==> src/rtl/fetch_stage.sv <==
// RV32I instruction-fetch stage: owns the fetch PC, runs the imem req/ready
// handshake and fills the IF/ID register, applying redirects and stalls.
module fetch_stage #(
    parameter logic [31:0] RESET_PC  = 32'h0000_0000,
    parameter logic [31:0] NOP_INSTR = 32'h0000_0013
) (
    input  logic        clk,
    input  logic        rst_n,
    input  logic        redirect,
    input  logic [31:0] redirect_pc,
    input  logic        stall,
    output logic        imem_req,
    output logic [31:0] imem_addr,
    input  logic        imem_ready,
    input  logic [31:0] imem_rdata,
    output logic [31:0] fetch_pc,
    output logic        if_id_valid,
    output logic [31:0] if_id_pc,
    output logic [31:0] if_id_pc_plus4,
    output logic [31:0] if_id_instr
);

    typedef enum logic [1:0] {BOOT, FETCH, KILL, HOLD} state_t;

    state_t      state_q;
    logic        imem_req_q;
    logic [31:0] fetch_pc_q;
    logic [31:0] pending_pc_q;
    logic [31:0] hold_instr_q;
    logic        if_id_valid_q;
    logic [31:0] if_id_pc_q;
    logic [31:0] if_id_pc_plus4_q;
    logic [31:0] if_id_instr_q;

    logic [31:0] pc_plus4;
    logic [31:0] target_pc;

    assign pc_plus4  = fetch_pc_q + 32'd4;
    assign target_pc = redirect_pc & 32'hFFFF_FFFC;

    // imem_addr comes straight from the PC register, so it cannot move while
    // a request is outstanding; KILL parks the redirect target in pending_pc.
    always_ff @(posedge clk or negedge rst_n) begin
        if (!rst_n) begin
            state_q          <= BOOT;
            imem_req_q       <= 1'b0;
            fetch_pc_q       <= RESET_PC;
            pending_pc_q     <= 32'h0;
            hold_instr_q     <= 32'h0;
            if_id_valid_q    <= 1'b0;
            if_id_pc_q       <= 32'h0;
            if_id_pc_plus4_q <= 32'h0;
            if_id_instr_q    <= NOP_INSTR;
        end else begin
            case (state_q)
                BOOT: begin
                    state_q    <= FETCH;
                    imem_req_q <= 1'b1;
                end
                FETCH: begin
                    if (imem_ready) begin
                        if (redirect) begin
                            fetch_pc_q    <= target_pc;
                            if_id_valid_q <= 1'b0;
                            if_id_instr_q <= NOP_INSTR;
                        end else if (stall) begin
                            hold_instr_q <= imem_rdata;
                            state_q      <= HOLD;
                            imem_req_q   <= 1'b0;
                        end else begin
                            if_id_valid_q    <= 1'b1;
                            if_id_pc_q       <= fetch_pc_q;
                            if_id_pc_plus4_q <= pc_plus4;
                            if_id_instr_q    <= imem_rdata;
                            fetch_pc_q       <= pc_plus4;
                        end
                    end else if (redirect) begin
                        pending_pc_q  <= target_pc;
                        if_id_valid_q <= 1'b0;
                        if_id_instr_q <= NOP_INSTR;
                        state_q       <= KILL;
                    end else if (!stall) begin
                        if_id_valid_q <= 1'b0;
                        if_id_instr_q <= NOP_INSTR;
                    end
                end
                KILL: begin
                    if (redirect)
                        pending_pc_q <= target_pc;
                    if (redirect || !stall) begin
                        if_id_valid_q <= 1'b0;
                        if_id_instr_q <= NOP_INSTR;
                    end
                    // stale response is dropped; the target goes out next cycle
                    if (imem_ready) begin
                        fetch_pc_q <= redirect ? target_pc : pending_pc_q;
                        state_q    <= FETCH;
                    end
                end
                HOLD: begin
                    if (redirect) begin
                        fetch_pc_q    <= target_pc;
                        if_id_valid_q <= 1'b0;
                        if_id_instr_q <= NOP_INSTR;
                        state_q       <= FETCH;
                        imem_req_q    <= 1'b1;
                    end else if (!stall) begin
                        if_id_valid_q    <= 1'b1;
                        if_id_pc_q       <= fetch_pc_q;
                        if_id_pc_plus4_q <= pc_plus4;
                        if_id_instr_q    <= hold_instr_q;
                        fetch_pc_q       <= pc_plus4;
                        state_q          <= FETCH;
                        imem_req_q       <= 1'b1;
                    end
                end
                default: begin
                    state_q    <= BOOT;
                    imem_req_q <= 1'b0;
                end
            endcase
        end
    end

    assign imem_req       = imem_req_q;
    assign imem_addr      = fetch_pc_q;
    assign fetch_pc       = fetch_pc_q;
    assign if_id_valid    = if_id_valid_q;
    assign if_id_pc       = if_id_pc_q;
    assign if_id_pc_plus4 = if_id_pc_plus4_q;
    assign if_id_instr    = if_id_instr_q;

endmodule

==> config.mk <==
export PLATFORM = sky130hd
export DESIGN_NAME = fetch_stage
export DESIGN_NICKNAME = d
export VERILOG_FILES = /design/src/rtl/fetch_stage.sv
export SDC_FILE = /design/constraint.sdc
export NUM_CORES = 1
export LEC_CHECK = 0
export ABC_AREA = 0
export CORE_MARGIN = 3
export CORE_UTILIZATION = 30
export DETAILED_ROUTE_END_ITERATION = 6
export SYNTH_ARGS = -nofsm -noshare
export SYNTH_HDL_FRONTEND = slang
export SYNTH_SLANG_ARGS = --single-unit
==> constraint.sdc <==
create_clock -name clk -period 4.6 [get_ports clk]
set_input_delay 0.92 -clock clk [delete_from_list [all_inputs] [get_ports clk]]
set_output_delay 0.92 -clock clk [all_outputs]
set_load 0.1 [all_outputs]
==> flow_metrics.py <==
metrics = {
    "status": {
        "status": "finished, final reports clean",
    },
    "finish": {
        "final_cell_count_no_fill": 1489,
        "final_layout_size_suffix_gt1_share_pct": 11.75,
        "finish.instance_area_sq_um": 12110,
        "regArea_sq_um": 4858,
        "fill_cells": 2955,
        "num-nets-final": 1156,
        "final_util_pct": 40.63,
        "multi_input_area_sq_um": 3714,
        "syn_to_final_growth_pct": 32.68,
    },
    "synthesis": {
        "yosysSeqAreaShare_pct": 53.24,
        "synth.net_count": 997,
        "yosys_register_bits": 194,
        "ys_warn_count": 0,
        "avgSynthCellArea_sq_um": 9.844,
        "syn_inst": 927,
        "synthArstFlopShare_pct": 100.0,
        "synth_edf_count": 0,
        "synthFlopType": "dfrtp_1",
        "ys_types": 55,
        "synth_area_sq_um": 9125,
    },
    "floorplanning": {
        "core-area_sq_um": 29800,
        "start_util_pct": 30.62,
        "ioPinCount": 231,
        "die_h_microns": 180.4,
        "die_w_microns": 180.4,
        "num_rows": 63,
        "dieArea_sq_um": 32550,
    },
    "sta": {
        "worstMarginPinSlew_ns": 1.086,
        "finalSetupViolations": 0,
        "final.period_utilization_pct": 69.52,
        "max_freq_mhz": 312.7,
        "final-hold-violation-count": 0,
        "hold_ws_ns": 0.4775,
        "worst_slack_ns": 1.402,
        "max-slew-margin-rel_pct": 27.31,
        "tns_ns": 0,
        "drv_slew": 0,
        "skew_ns": 0.01566,
        "rsz0062_at_grt": "false",
        "fin_crit_ns": 3.198,
    },
    "global_routing": {
        "grt_pass1_vias": 7258,
        "grt_max_degree": 91,
        "antenna_found_initial": 4,
        "grt.total_usage_pct": 16.40,
        "grt_pass1_wl_mm": 42.76,
        "grt-ovfl-total": 0,
    },
    "setup_path": {
        "critPathTopFamily": "buffers and inverters",
        "path_buf_inv": 1,
        "worstPathArrival_ns": 2.28,
        "worstPathMaxFanout": 8,
        "max_stage_delay_ns": 1.26,
        "critPathCapture": "fetch_pc[9]",
        "cp.depth": 1,
        "cpMaxStageDelayCell": "clkdlybuf4s50_1",
        "path_cells": "clkdlybuf4s50_1",
        "endpoint_kind": "primary output",
        "crit_path_start_kind": "flip-flop",
        "crit_start": "fetch_pc[9]$_DFFE_PN0P_",
        "reg2reg_to": "fetch_pc[28]$_DFFE_PN0P_",
        "r2r_start": "fetch_pc[2]$_DFFE_PN0P_",
        "worstSetupPathType": "reg -> out",
        "cp.required_ns": 3.68,
        "rrSetupSlack_ns": 2.11,
        "reg2regPathDepth": 5,
    },
    "hold_path": {
        "hold_class": "reg -> reg",
    },
    "pwr": {
        "power_density_nw_per_um2": 702.4,
        "ir_drop_mv": 0.2610,
        "total_power_mw": 8.504,
        "leakagePower_nw": 4.934,
    },
    "detailed_routing": {
        "via_count": 7408,
        "wirelength_mm": 27.07,
        "routed_via_density": 4.975,
        "ant_nets": 0,
        "drt_iter0_markers": 487,
        "dr.pass1.iters": 6,
        "wl_per_cell_microns": 18.18,
        "remaining_drc_errors": 0,
    },
    "clocking": {
        "cts-root-buf": "clkbuf_16",
        "cts_tree": "yes",
        "cts-resized-gates": 0,
        "cts_htree_levels": 4,
        "clk_pin_slew_worst_paths_ns": 0.08,
        "cts_setup_buffers": 0,
        "cts_buffers": 17,
        "clockBufferDepth": 2,
        "cts_hold_buf": 0,
        "clk_latency_ns": 0.44,
        "cts.sink_count": 194,
    },
    "place": {
        "dp_slack_ns": 1.121,
        "placedInstanceArea_sq_um": 11510,
        "hpwl_mm": 18.65,
        "dpl.cell_count": 1457,
        "io_buffers": 228,
        "gp_congestion": 0.7824,
    },
    "job": {
        "cap_violations": 0,
    },
}
## state kept, by name, indices dropped and copies added (netlist names)
register,flops
if_id_pc,30
if_id_instr,32
pending_pc_q,32
if_id_pc_plus4,32
hold_instr_q,32
imem_req,1
fetch_pc,32
state_q,2
if_id_valid,1
## per-layer routing
metal  share of wire (%)  global-route usage (%)  vias to the layer above
met5                0.14                       0                        -
met4                 1.4                   4.084                        6
met3                 8.3                   5.551                       29
met2                  45                   25.38                      275
met1                  45                   22.25                     3586
li1                    -                       -                     3512
## cell families (layout without fill, tap and decap cells)
logic type | after synthesis | after routing | share of synthesized area [%]
xor+xnor | 27 | 27 | 2.592
other cells | 0 | 1 | 0
buf+inv | 112 | 283 | 6.445
fa+ha+maj | 1 | 1 | 0.1371
mux | 62 | 62 | 7.651
simple gates | 316 | 316 | 15.15
flops | 194 | 194 | 53.24
compound gates | 215 | 215 | 14.78
## cell type report
type	count	share of cell area, %
flip-flops and latches	194	40.13
multi-input cells	621	30.67
repair buffers	245	20.00
well taps	390	4.031
clock buffers	18	3.545
clock inverters	13	1.385
inverters	7	0.2170
diodes	1	0.02067
## how the worst min path moves through the flow
stage	start	to	slack, ns	depth (start not counted)
2_1_floorplan	pending_pc_q[0]$_DFFE_PN0P_	pending_pc_q[0]$_DFFE_PN0P_	0.45	1
3_3_place_gp	if_id_pc[30]$_DFFE_PN0P_	if_id_pc[30]$_DFFE_PN0P_	0.46	2
3_5_place_dp	if_id_pc[26]$_DFFE_PN0P_	if_id_pc[26]$_DFFE_PN0P_	0.46	2
4_1_cts	if_id_pc[26]$_DFFE_PN0P_	if_id_pc[26]$_DFFE_PN0P_	0.48	2
5_1_grt	if_id_pc[24]$_DFFE_PN0P_	if_id_pc[24]$_DFFE_PN0P_	0.50	2
6_report	if_id_pc[8]$_DFFE_PN0P_	if_id_pc[8]$_DFFE_PN0P_	0.48	2
## power breakdown
| part | switching (mW) | internal [mW] | total (mW) | leakage, nW |
|---|---|---|---|---|
| logic | 3.35 | 1.03 | 4.38 | 2.23 |
| clock network | 0.750 | 0.780 | 1.53 | 0.291 |
| registers | 0.421 | 2.17 | 2.59 | 2.41 |
| total | 4.52 | 3.98 | 8.50 | 4.93 |
## cells in the mapped netlist, drive strengths merged, types with 2 or more instances
master / n / area (sq um)
o22ai: 5 / 31.28
inv: 7 / 26.28
dfrtp: 191 / 4780
a221oi: 8 / 70.07
o2bb2ai: 10 / 87.58
o311ai: 6 / 60.06
xnor2: 21 / 183.9
dfstp: 3 / 78.83
and4: 3 / 26.28
and3: 4 / 25.02
a32o: 3 / 30.03
a221o: 5 / 50.05
nand3b: 2 / 15.01
and2: 5 / 31.28
buf: 62 / 396.6
or2: 4 / 27.53
nand3: 14 / 70.07
mux2: 62 / 698.2
nand4: 13 / 87.58
clkbuf: 43 / 165.1
a22o: 2 / 17.52
nor3b: 3 / 22.52
or4: 2 / 18.77
nand2b: 4 / 25.02
xor2: 6 / 52.55
nor2b: 5 / 31.28
nor3: 13 / 65.06
nor4: 5 / 37.53
o21ai: 110 / 554.3
a21oi: 25 / 125.1
a22oi: 32 / 240.2
nor2: 44 / 165.2
nand2: 194 / 728.2
## placed cells by master (no fill, tap or decap), types with 6 or more instances in the layout
cell and n:
dfrtp_1 191, o21ai_0 106, inv_1 7, a21oi_1 25, a221oi_1 8, xor2_1 6
nand2_1 194, buf_4 16, nor2_1 43, o2bb2ai_1 10, a22oi_1 32, nand3_1 14
xnor2_1 21, nor3_1 13, mux2_2 62, clkbuf_16 17, clkdlybuf4s50_1 226, nand4_1 12
No activity file was read; power rests on OpenSTA's default activity.
